<file path="src/rtl/ioctl_rom_loader.sv">
// ioctl_rom_loader: routes one HPS ioctl download image into NUM_REGIONS
// independent ROM write ports. The CPU is held in reset for the duration of
// the load plus a short tail, and the loader reports the byte count,
// checksum and error status when the load finishes.
module ioctl_rom_loader #(
  parameter int unsigned ADDR_W      = 25,
  parameter int unsigned NUM_REGIONS = 4,
  parameter int unsigned REGION_AW   = 15,
  parameter logic [7:0]  LOAD_INDEX  = 8'd1,
  parameter int unsigned HOLD_CYCLES = 16
) (
  input  logic                   clk_sys,
  input  logic                   reset,
  input  logic                   ioctl_download,
  input  logic [7:0]             ioctl_index,
  input  logic                   ioctl_wr,
  input  logic [ADDR_W-1:0]      ioctl_addr,
  input  logic [7:0]             ioctl_dout,
  output logic                   ioctl_wait,
  output logic [NUM_REGIONS-1:0] rom_we,
  output logic [REGION_AW-1:0]   rom_addr,
  output logic [7:0]             rom_data,
  input  logic                   rom_ack,
  output logic                   cpu_hold,
  output logic                   load_done,
  output logic                   load_ok,
  output logic [ADDR_W-1:0]      byte_count,
  output logic [15:0]            checksum,
  output logic                   err_overflow,
  output logic                   err_protocol
);

  localparam logic [7:0] HOLD_LAST = 8'(HOLD_CYCLES - 1);

  typedef enum logic [2:0] {
    S_IDLE,
    S_ACTIVE,
    S_WRITE,
    S_HOLD,
    S_DONE
  } state_t;

  state_t r_state;
  state_t w_state_next;

  // Registered outputs
  logic                   r_ioctl_wait;
  logic [NUM_REGIONS-1:0] r_rom_we;
  logic [REGION_AW-1:0]   r_rom_addr;
  logic [7:0]             r_rom_data;
  logic                   r_cpu_hold;
  logic                   r_load_done;
  logic                   r_load_ok;
  logic [ADDR_W-1:0]      r_byte_count;
  logic [15:0]            r_checksum;
  logic                   r_err_overflow;
  logic                   r_err_protocol;
  logic [7:0]             r_hold_cnt;

  // Address decode and FSM strobes
  logic [ADDR_W-1:0]      w_region;
  logic [NUM_REGIONS-1:0] w_sel;
  logic                   w_in_range;
  logic                   w_start;
  logic                   w_clear;
  logic                   w_accept;
  logic                   w_overflow;
  logic                   w_commit;
  logic                   w_proto;
  logic                   w_finish;

  assign w_region   = ioctl_addr >> REGION_AW;
  assign w_in_range = |w_sel;
  assign w_start    = ioctl_download && (ioctl_index == LOAD_INDEX);

  // One-hot region select; all-zero when the address lies past the last region
  always_comb begin
    w_sel = '0;
    for (int unsigned i = 0; i < NUM_REGIONS; i++) begin
      w_sel[i] = (w_region == ADDR_W'(i));
    end
  end

  // State register
  always_ff @(posedge clk_sys or posedge reset) begin
    if (reset) begin
      r_state <= S_IDLE;
    end else begin
      r_state <= w_state_next;
    end
  end

  // Next-state logic and single-cycle datapath strobes
  always_comb begin
    w_state_next = r_state;
    w_clear      = 1'b0;
    w_accept     = 1'b0;
    w_overflow   = 1'b0;
    w_commit     = 1'b0;
    w_proto      = 1'b0;
    w_finish     = 1'b0;
    case (r_state)
      S_IDLE: begin
        if (w_start) begin
          w_clear      = 1'b1;
          w_state_next = S_ACTIVE;
        end
      end
      S_ACTIVE: begin
        // A strobe in the same cycle download falls is still taken; the
        // write then drains before the block moves on to HOLD.
        if (ioctl_wr && w_in_range) begin
          w_accept     = 1'b1;
          w_state_next = S_WRITE;
        end else begin
          w_overflow = ioctl_wr;
          if (!ioctl_download) begin
            w_state_next = S_HOLD;
          end
        end
      end
      S_WRITE: begin
        w_proto = ioctl_wr;
        if (rom_ack) begin
          w_commit     = 1'b1;
          w_state_next = ioctl_download ? S_ACTIVE : S_HOLD;
        end
      end
      S_HOLD: begin
        if (w_start) begin
          w_clear      = 1'b1;
          w_state_next = S_ACTIVE;
        end else if (r_hold_cnt == HOLD_LAST) begin
          w_finish     = 1'b1;
          w_state_next = S_DONE;
        end
      end
      S_DONE: begin
        w_state_next = S_IDLE;
      end
      default: begin
        w_state_next = S_IDLE;
      end
    endcase
  end

  // Counts cycles spent in HOLD; restarts whenever HOLD is re-entered
  always_ff @(posedge clk_sys or posedge reset) begin
    if (reset) begin
      r_hold_cnt <= '0;
    end else if (r_state != S_HOLD) begin
      r_hold_cnt <= '0;
    end else begin
      r_hold_cnt <= r_hold_cnt + 8'd1;
    end
  end

  // CPU hold: raised at load start, released the cycle after DONE
  always_ff @(posedge clk_sys or posedge reset) begin
    if (reset) begin
      r_cpu_hold <= 1'b0;
    end else if (w_clear) begin
      r_cpu_hold <= 1'b1;
    end else if (r_state == S_DONE) begin
      r_cpu_hold <= 1'b0;
    end
  end

  // ROM write port: latch address/data on accept, hold until acknowledged
  always_ff @(posedge clk_sys or posedge reset) begin
    if (reset) begin
      r_rom_we     <= '0;
      r_ioctl_wait <= 1'b0;
      r_rom_addr   <= '0;
      r_rom_data   <= '0;
    end else if (w_accept) begin
      r_rom_we     <= w_sel;
      r_ioctl_wait <= 1'b1;
      r_rom_addr   <= ioctl_addr[REGION_AW-1:0];
      r_rom_data   <= ioctl_dout;
    end else if (w_commit) begin
      r_rom_we     <= '0;
      r_ioctl_wait <= 1'b0;
    end
  end

  // Load statistics and sticky error flags, cleared at each accepted load start
  always_ff @(posedge clk_sys or posedge reset) begin
    if (reset) begin
      r_byte_count   <= '0;
      r_checksum     <= '0;
      r_err_overflow <= 1'b0;
      r_err_protocol <= 1'b0;
    end else if (w_clear) begin
      r_byte_count   <= '0;
      r_checksum     <= '0;
      r_err_overflow <= 1'b0;
      r_err_protocol <= 1'b0;
    end else begin
      if (w_commit) begin
        if (r_byte_count != '1) begin
          r_byte_count <= r_byte_count + ADDR_W'(1);
        end
        r_checksum <= r_checksum + {8'h00, r_rom_data};
      end
      if (w_overflow) begin
        r_err_overflow <= 1'b1;
      end
      if (w_proto) begin
        r_err_protocol <= 1'b1;
      end
    end
  end

  // Completion pulse and status, evaluated as HOLD expires so both are
  // visible during the single DONE cycle
  always_ff @(posedge clk_sys or posedge reset) begin
    if (reset) begin
      r_load_done <= 1'b0;
      r_load_ok   <= 1'b0;
    end else begin
      r_load_done <= w_finish;
      if (w_clear) begin
        r_load_ok <= 1'b0;
      end else if (w_finish) begin
        r_load_ok <= (r_byte_count != '0) && !r_err_overflow && !r_err_protocol;
      end
    end
  end

  assign ioctl_wait   = r_ioctl_wait;
  assign rom_we       = r_rom_we;
  assign rom_addr     = r_rom_addr;
  assign rom_data     = r_rom_data;
  assign cpu_hold     = r_cpu_hold;
  assign load_done    = r_load_done;
  assign load_ok      = r_load_ok;
  assign byte_count   = r_byte_count;
  assign checksum     = r_checksum;
  assign err_overflow = r_err_overflow;
  assign err_protocol = r_err_protocol;

  a_we_onehot: assert property (@(posedge clk_sys) disable iff (reset)
    $onehot0(r_rom_we));

  a_write_pending: assert property (@(posedge clk_sys) disable iff (reset)
    (r_state == S_WRITE) |-> (r_ioctl_wait && (r_rom_we != '0)));

endmodule

</file>
<file path="config.mk">
export PLATFORM = sky130hd
export DESIGN_NAME = ioctl_rom_loader
export DESIGN_NICKNAME = d
export VERILOG_FILES = /design/src/rtl/ioctl_rom_loader.sv
export SDC_FILE = /design/constraint.sdc
export NUM_CORES = 1
export LEC_CHECK = 0
export ABC_CLOCK_PERIOD_IN_PS = 8550
export BUFFER_PORTS_ARGS = -buffer_cell sky130_fd_sc_hd__clkbuf_2
export CAP_MARGIN = 10
export CORE_ASPECT_RATIO = 0.8
export CORE_MARGIN = 5
export CORE_UTILIZATION = 25
export CTS_CLUSTER_DIAMETER = 150
export DETAILED_ROUTE_END_ITERATION = 8
export HOLD_SLACK_MARGIN = 0.15
export PLACE_DENSITY = 0.42
export RECOVER_POWER = 100
export REMOVE_ABC_BUFFERS = 1
export SYNTH_ARGS = -nofsm -noshare
export SYNTH_HDL_FRONTEND = slang
export SYNTH_SLANG_ARGS = --single-unit
</file>
<file path="constraint.sdc">
create_clock -name clk_sys -period 8.55 [get_ports clk_sys]
set_input_delay 1.71 -clock clk_sys [delete_from_list [all_inputs] [get_ports clk_sys]]
set_output_delay 1.71 -clock clk_sys [all_outputs]
set_load 0.1 [all_outputs]
</file>
==> impl_results.md <==
- Worst Skew: between 0.006 and 0.007 ns
- I/O pin total: 120
- Final wirelength: 13.3 mm
- Final instance area: 0.00544 sq mm
- Final Critical Period: 3.96 ns
- First-pass GRT wire length: 21.5 mm
- Worst min path class: reg2reg
- Post-synthesis sequential element count: 85
- Synth async-reset ratio: 100%
- Worst Max-Slew Pin Slew: 1.74 ns
- DRT antenna net count: 0
- RSZ-0062 raised after global routing: false
- Ys flop type: dfrtp_1
- Row count: 43
- Clk_lat worst skew: 0.35 ns
- Vias per std cell: approximately 5.0
- Yosys warns: 0
- Top cell family by delay on the critical path: simple AND/OR/NAND/NOR gates
- Setup bufs post-CTS: 0
- Critical Path Sink Type: register
- Port bufs: 119
- Post-layout net count: 614
- Buffer depth of the longest clock path: 2
- Final Slew Violations: 33
- Crit-path max cell delay: around 0.58 ns
- Number of CTS-inserted buffers: 9
- Failing checks: capacitance limit, slew limit
- Slew margin rel.: -16.0%
- DIE WIDTH: 160 um
- Root Buffer: clkbuf_16
- Clock Pin Slew Worst Setup and Hold Paths: about 0.060 ns
- Largest net degree at the start of global routing: 71
- Seq/Total Area, Yosys: 47.5%
- # setup viols final: 0
- Mapped Area: 0.00448 sq mm
- Yosys cell types: 57
- N_diodes: 0
- Leakage: 2.42 nW
- Crit path kind: in2reg
- Max Cap Viol: 1
- Routability Congestion: 0.810
- Fin Setup TNS: 0 ns
- Core area: around 0.017 sq mm
- Synth-to-layout area growth: 21.3%
- Status: finished, violations left
- Critical Path RT: 8.80 ns
- Synth Instances: 444
- Hold_buf cts: 0
- Layout filler cell count: 1851
- Number of global-route vias before repair: 3876
- Drt pass-1 iters: 4
- Ordered cell list for the critical path: clkbuf_2 > nor3_1 > nand4b_2 > o2111a_1 > clkbuf_1 > or4_1 > a21oi_1
- Die Span Y: 130 um
- CP Launch Type: input pin
- Maximum vdd ir drop: 0.0966 mV
- Initial Utilization: 25.6%
- Initial DRC count: 213
- CP arrival: 4.21 ns
- Final hold vios: 0
- CP max FO: 20
- Number of synthesized flops with an enable pin: 0
- Final Cycle Share: approximately 46%
- # DRC: 0
- CTS tree: built
- Final Power: 0.00131 W
- Tot GR Track Use: 13.1%
- DR vias: slightly below 4000
- Initial antenna violation count: 1
- Die area: 0.0207 sq mm
- DP HPWL: between 9 and 10 mm
- Avg WL per Cell: 17.0 um
- H-tree depth: 3
- PD cells: around 240 mW/mm^2
- Fmax: 253 MHz
- Post-DP Area: 0.00528 sq mm
- CP max-delay cell: or4_1
- Grt ovf: 0
- Share of post-route cells with drive strength above 1: between 10% and 20%
- Post_cts resized: 0
- Buffers & Inverters on Critical Path: 2
- Sink Count: 85
- Synthesized area per cell: just over 10 sq um
metal layers:
layer	track usage, %	part of all wire, %	up-vias
li1	-	-	1891
met3	4.36	6.8	16
met1	17.7	48	1908
met4	3.93	1.2	2
met2	20.1	44	112
met5	0	0.090	-
per-stage QoR:
step	utilization [%]	hold WS [ns]	instances	worst slack [ns]
3_5_place_dp	30.2	0.450	769	4.44
2_1_floorplan	-	0.425	420	4.65
3_3_place_gp	30.2	0.449	769	4.52
4_1_cts	31.7	0.459	784	4.78
5_1_grt	31.1	0.493	785	4.43
6_report	31.1	0.454	785	4.59
area by class of cell:
| cell class | count | area, sq um | area share (%) |
|---|---|---|---|
| clock buffers | 11 | 233 | 4.28 |
| clock inverters | 4 | 26.3 | 0.483 |
| inverters | 13 | 50.0 | 0.921 |
| multi-input cells | 322 | 2190 | 40.2 |
| flip-flops and latches | 85 | 2130 | 39.1 |
| well taps | 225 | 282 | 5.18 |
| repair buffers | 125 | 531 | 9.76 |
power by group:
group          internal, W  switching (W)
clock             0.000195       0.000162
sequential        0.000443      0.0000526
combinational    0.0000948       0.000362
Yosys cell counts, drive strengths merged (2+ instances only):
library cell,number,area share [%]
o22ai,4,0.56
o31ai,15,2.5
inv,13,1.1
nor2,27,2.3
a22o,2,0.39
nand2,46,3.9
or4,18,3.0
a211oi,3,0.50
nand4,12,1.8
xor2,5,0.98
a21o,4,0.67
a21oi,23,2.6
and4,3,0.59
xnor2,4,0.78
a31oi,3,0.42
and3,4,0.56
a311oi,2,0.39
mux2,24,6.0
buf,13,1.7
ha,11,3.1
clkbuf,11,0.92
mux2i,9,2.0
or3,5,0.70
nor4b,3,1.1
o211ai,8,1.3
nor3,6,0.67
o311ai,2,0.39
nand3,22,2.5
o21a,4,0.67
nor4,14,2.1
o21ai,15,1.7
dfrtp,85,47
nand2b,9,1.3
placed cells by master (no fill, tap or decap), drive strengths merged, types with 2 or more instances in the layout:
master    netlist  routed
mux2i           9       9
and3            4       4
dfrtp          85      85
nor2           27      27
nand3          22      22
xor2            5       5
inv            13      12
nor4           14      14
a31oi           3       3
a311oi          2       2
clkinv          0       3
ha             11      11
nand2          46      46
o31ai          15      15
o22ai           4       4
a21o            4       4
nor4b           3       3
a211oi          3       3
nand4          12      12
clkinvlp        0       2
xnor2           4       4
and4            3       3
nor3            6       6
o211ai          8       8
o311ai          2       2
a21oi          23      23
buf            13       2
o21a            4       4
o21ai          15      15
or3             5       5
a22o            2       2
clkbuf         11     134
mux2           24      24
nand2b          9       9
or4            18      18
path summary, 6_finish.rpt:
check                                from              to  slack, ns  cells past startpoint
max                        ioctl_index[3]  byte_count[15]       4.59                      7
min                         r_hold_cnt[0]   r_hold_cnt[0]       0.45                      1
max reg2reg                byte_count[17]  byte_count[15]       5.42                      6
min reg2reg                 r_hold_cnt[0]   r_hold_cnt[0]       0.45                      1
max in group asynchronous           reset     checksum[0]       5.71                      3
min in group asynchronous           reset   byte_count[8]       1.44                      2
flip-flops by register name (all words and copies together) (netlist names), 3 cells and up:
signal      count
byte_count     25
checksum       16
rom_addr       15
r_hold_cnt      8
rom_data        8
rom_we          4
r_state         3
cells by family (layout without fill, tap and decap cells):
logic type / count (synthesis) / in the layout / synth area share [%]
AOI/OAI and AO/OA: 93 / 93 / 13.8
xor gates and xnor gates: 9 / 9 / 1.76
muxes: 33 / 33 / 8.04
and+or+nand+nor: 175 / 175 / 21.7
adders and majority gates: 12 / 12 / 3.52
buffers and inverters: 37 / 153 / 3.69
DFF: 85 / 85 / 47.5
(Power assumes the default switching activity.)
